File: src/rtl/audio_pwm_out.sv
// Final audio stage: sample-rate tick, mute fade FSM, volume shift and 256-clock PWM DAC.
// Samples are captured from the upstream sine-sum block and applied to the PWM one period at a time.
module audio_pwm_out #(
    parameter int CLK_HZ     = 100_000_000,
    parameter int SAMPLE_HZ  = 8_000,
    parameter int FADE_STEPS = 16
) (
    input  logic       clk_in,
    input  logic       rst_in,
    input  logic [7:0] sample_in,
    input  logic       sample_valid_in,
    input  logic [2:0] volume_in,
    input  logic       mute_in,
    output logic       step_out,
    output logic       pwm_out,
    output logic [7:0] sample_latched_out,
    output logic       fade_busy_out,
    output logic       stale_out
);

    localparam int TICK_DIV  = CLK_HZ / SAMPLE_HZ;
    localparam int CNT_W     = (TICK_DIV > 1) ? $clog2(TICK_DIV) : 1;
    localparam int FADE_LOG2 = $clog2(FADE_STEPS);
    localparam int GAIN_W    = FADE_LOG2 + 1;
    localparam int PROD_W    = 8 + GAIN_W + 1;

    localparam logic [CNT_W-1:0]  TICK_LAST = CNT_W'(TICK_DIV - 1);
    localparam logic [GAIN_W-1:0] GAIN_MAX  = GAIN_W'(FADE_STEPS);

    localparam logic [1:0] MUTED    = 2'd0;
    localparam logic [1:0] FADE_IN  = 2'd1;
    localparam logic [1:0] PLAY     = 2'd2;
    localparam logic [1:0] FADE_OUT = 2'd3;

    logic [CNT_W-1:0]   tick_cnt;
    logic               tick;
    logic               tick_d;
    logic [7:0]         staging;
    logic signed [7:0]  active;
    logic               seen_valid;
    logic [1:0]         state;
    logic [1:0]         state_next;
    logic [GAIN_W-1:0]  gain;
    logic [GAIN_W-1:0]  gain_next;
    logic signed [PROD_W-1:0] active_x;
    logic signed [PROD_W-1:0] gain_x;
    logic signed [PROD_W-1:0] product;
    logic [7:0]         scaled;
    logic [7:0]         pwm_cnt;
    logic [7:0]         duty;
    logic [7:0]         duty_next;

    assign tick     = (tick_cnt == TICK_LAST);
    assign step_out = tick;

    // Gain is at most FADE_STEPS, so the shifted product always fits back into 8 signed bits.
    assign active_x = PROD_W'(active);
    assign gain_x   = PROD_W'({1'b0, gain});
    assign product  = active_x * gain_x;
    assign scaled   = 8'((product >>> FADE_LOG2) >>> volume_in);

    always_comb begin
        state_next = state;
        gain_next  = gain;
        case (state)
            MUTED: begin
                gain_next = '0;
                if (!mute_in) state_next = FADE_IN;
            end
            FADE_IN: begin
                // A reversal with gain already on the rail lands directly in the rest state.
                if (mute_in) begin
                    state_next = (gain == '0) ? MUTED : FADE_OUT;
                end else begin
                    if (gain != GAIN_MAX) gain_next = gain + GAIN_W'(1);
                    if (gain_next == GAIN_MAX) state_next = PLAY;
                end
            end
            PLAY: begin
                gain_next = GAIN_MAX;
                if (mute_in) state_next = FADE_OUT;
            end
            FADE_OUT: begin
                if (!mute_in) begin
                    state_next = (gain == GAIN_MAX) ? PLAY : FADE_IN;
                end else begin
                    if (gain != '0) gain_next = gain - GAIN_W'(1);
                    if (gain_next == '0) state_next = MUTED;
                end
            end
            default: begin
                state_next = MUTED;
                gain_next  = '0;
            end
        endcase
    end

    always_ff @(posedge clk_in) begin
        if (rst_in) begin
            tick_cnt           <= '0;
            tick_d             <= 1'b0;
            staging            <= '0;
            active             <= '0;
            seen_valid         <= 1'b0;
            state              <= MUTED;
            gain               <= '0;
            stale_out          <= 1'b0;
            fade_busy_out      <= 1'b0;
            sample_latched_out <= '0;
            duty_next          <= 8'h80;
            duty               <= 8'h80;
            pwm_cnt            <= '0;
            pwm_out            <= 1'b0;
        end else begin
            tick_cnt <= tick ? '0 : tick_cnt + CNT_W'(1);
            tick_d   <= tick;

            if (sample_valid_in) staging <= sample_in;
            seen_valid <= tick ? 1'b0 : (seen_valid | sample_valid_in);

            if (tick) begin
                active        <= staging;
                stale_out     <= ~(seen_valid | sample_valid_in);
                state         <= state_next;
                gain          <= gain_next;
                fade_busy_out <= (state_next == FADE_IN) || (state_next == FADE_OUT);
            end

            if (tick_d) begin
                sample_latched_out <= scaled;
                duty_next          <= {~scaled[7], scaled[6:0]};
            end

            // Duty only changes at the period boundary so each PWM period is glitch-free.
            pwm_cnt <= pwm_cnt + 8'd1;
            if (pwm_cnt == 8'hFF) duty <= duty_next;
            pwm_out <= (pwm_cnt < duty);
        end
    end

endmodule
File: config.mk
export PLATFORM = sky130hd
export DESIGN_NAME = audio_pwm_out
export DESIGN_NICKNAME = d
export VERILOG_FILES = /design/src/rtl/audio_pwm_out.sv
export SDC_FILE = /design/constraint.sdc
export NUM_CORES = 1
export LEC_CHECK = 0
export CORE_ASPECT_RATIO = 0.75
export CORE_MARGIN = 1.5
export CORE_UTILIZATION = 40
export DETAILED_ROUTE_END_ITERATION = 7
export DONT_BUFFER_PORTS = 1
export PLACE_DENSITY = 0.6
export SYNTH_ARGS = -nofsm -noshare
export SYNTH_HDL_FRONTEND = slang
export SYNTH_SLANG_ARGS = --single-unit
File: constraint.sdc
create_clock -name clk_in -period 5.25 [get_ports clk_in]
set_clock_uncertainty 0.05 [all_clocks]
set_input_delay 0.525 -clock clk_in [delete_from_list [all_inputs] [get_ports clk_in]]
set_output_delay 0.525 -clock clk_in [all_outputs]
set_load 0.01 [all_outputs]
==> impl_results.md <==
- Final nets: 660
- Rel. slew slack: 0.497
- CTS tree: built
- DRC errors left: 0
- Vias: 4014
- P&R area growth vs syn: 7.41%
- Crit path largest cell delay: roughly 0.66 ns
- GRT Util Overall: 0.172
- Share of the synthesized area in the top cell type: 0.261
- Grt met1 use: 0.227
- RSZ-0062 raised after global routing: no
- Clock transition at path regs: 0.05 ns
- Post-CTS setup buffer count: 0
- Pre-CTS WS: around 0.57 ns
- Crit start category: register
- Critical-path top delay cell: fa_1
- Gp weighted congestion: 0.822
- Via density per instance: 5.31
- Power Density: 225 mW/mm^2
- Delay-heaviest family, CP: adder cells
- Top cell type by total area after synthesis: dfxtp_1
- Tcrit/Tclk final: 0.899
- Fin util: 0.445
- Commonest cells post-synth: dfxtp_1 (67), nand2_1 (60), nor2_1 (59), inv_1 (55), ha_1 (34)
- Chip height: 101 microns
- Core area: around 0.012 sq mm
- IO Pins: 27
- Final setup vio count: 0
- Die Area: roughly 0.014 sq mm
- Initial Utilization: 0.414
- Cell Count, Final, Fillers Out: 756
- Worst IR Drop VDD: 0.000156 V
- Seq/Total Area, Yosys: 0.261
- Outcome: finished clean
- Setup crit end kind: register
- Antenna cells: 0
- Synth warn: 0
- Clock Sinks: 67
- IO Port Bufs: 0
- Post-Syn Nets: a little under 700
- Worst Setup Path Type: reg2reg
- DRT iter0 DRCs: around 220
- Initial antenna violation count: 0
- Post-synthesis share of cell area spent on xor and xnor gates: 0.0446
- Post-synth EDFFs: 0
- Cell with the most instances after synthesis: dfxtp_1
- GR Util met2: 0.282
- Buffers & Inverters on Critical Path: 1
- WP data required: between 5 and 6 ns
- Max Freq: approximately 0.21 GHz
- LEAKAGE: roughly 0.0022 uW
- Num CTS Buffers: 9
- Worst Max-Slew Pin Slew: about 0.75 ns
- Netlist Area Pre-Place: between 0.005 and 0.006 sq mm
- Yosys cell types: 79
- Post-synthesis compound-gate area fraction: 0.173
- First-pass GRT wire length: between 15000 and 20000 microns
- Chip width: approximately 130 microns
- Simple-gate share of the synthesized area: 0.216
- Adder-cell share of the synthesized area: 0.180
- WP data arrival: 4.91 ns
- Final worst path period need: between 4 and 5 ns
- Max Cap Viol: 0
- Clock Path Buffers: 2
- Root Buffer: clkbuf_16
- Largest family of logic cells by synthesized area: simple AND/OR/NAND/NOR gates
- Ys flop type: dfxtp_1
- GR Util met3: 0.0437
- Sum Neg Setup Slack: 0 ns
- Max Transition Viols Final: 0
- Layout fillers: 1165
- Max H-tree Level: 3
- Hold_buf cts: 0
- Share of cells above drive strength 1: 0.0678
- Gr ovfl total: 0
- Final hold vios: 0
- CTS resizes: 0
- Largest net degree at the start of global routing: 48
- DP Cell Count: around 740
- HP Class: in2reg
- Average cell area after synthesis: 8.40 sq um
- Register bit count reported by yosys: 67
- Max Fanout on Critical Path: 12
- Clock Latency Late Sink: between 0.3 and 0.4 ns
- Setup WS post-layout: roughly 0.53 ns
- DPL Wire Length: between 8000 and 9000 microns
- Vias in the first global route: a little under 4k
- Main area contributors after synthesis: dfxtp_1 (26%), fa_1 (9.7%), ha_1 (8.3%)
- Drt pass-1 iters: 4
- Drt wl/cell: 14.6 microns
- Std cell rows: 35
- Worst hold slack: about 0.21 ns
- Post-synth ARST share: 0
- Routed WL: roughly 11000 microns
- Cell count after synthesis: between 600 and 700
- Critical-path cell list: nand2_1 -> fa_1 -> fa_1 -> fa_1 -> inv_1 -> ha_1 -> and3_1 -> and3_1 -> a22o_1 -> nand4bb_1 -> and3_1 -> a2111o_1 -> a311oi_2
- Grt peak-use layer: met2
- Multiplexer area fraction after synthesis: 0.0475
- Antenna-violating nets left: 0
[registers in the layout, indices dropped and copies added (netlist names)]
name,flops
gain,5
seen_valid,1
state,2
active,8
sample_latched_out,8
duty_next,1
pwm_out,1
staging,8
pwm_cnt,8
fade_busy_out,1
tick_cnt,14
tick_d,1
duty,8
stale_out,1
[path summary, 6_finish.rpt]
path / startpoint / end / slack (ns) / depth (start not counted)
worst min register to register: tick_cnt[0] / tick_cnt[0] / 0.40 / 1
worst min-delay path: rst_in / sample_latched_out[7] / 0.21 / 1
worst max register to register: gain[0] / sample_latched_out[7] / 0.53 / 13
worst max-delay path: gain[0] / sample_latched_out[7] / 0.53 / 13
[report_power, final]
part / internal (uW) / switching [uW] / total (uW) / leakage, uW
clock network: 460 / 225 / 686 / 0.000159
registers: 517 / 6.37 / 524 / 0.000543
logic: 17.8 / 14.5 / 32.3 / 0.00149
[metal layers]
metal / vias to the layer above / wire length (microns)
li1: 2045 / -
met1: 1909 / 5410
met2: 58 / 5080
met3: 2 / 483
met4: 0 / 29
met5: - / 0
[through the flow]
step / power (uW) / instance area, sq um
final: 1240 / 5520
after detailed placement: 567 / 5180
after floorplan: 572 / 5130
after CTS: 1260 / 5520
after global routing: 1290 / 5520
after global placement: 565 / 5180
[placed cells by master, fill, tap and decap left out, drive strengths merged, types with 7 or more instances in the layout]
cell,instances
a31oi,7
a21o,14
dfxtp,67
ha,34
xor2,13
nand3,18
a21oi,29
nand2,61
inv,55
and2,23
o21ai,20
mux2i,21
xnor2,11
fa,25
nor2,60
clkbuf,10
and3,9
[final cells by class]
class	instances	area [sq um]	area share
Clock buffer	10	229	0.0415
Clock inverter	5	103	0.0186
Inverter	56	210	0.0381
Multi-Input combinational cell	448	3390	0.615
Sequential cell	67	1340	0.243
Tap cell	166	208	0.0377
Timing Repair Buffer	4	30.0	0.00544
[kinds of logic (layout without fill, tap and decap cells)]
logic type	after synthesis	after routing
buf+inv	96	75
flops	67	67
fa+ha+maj	59	59
mux	23	23
xor+xnor	24	24
compound gates	122	122
simple gates	220	220
No activity file was read; power rests on OpenSTA's default activity.
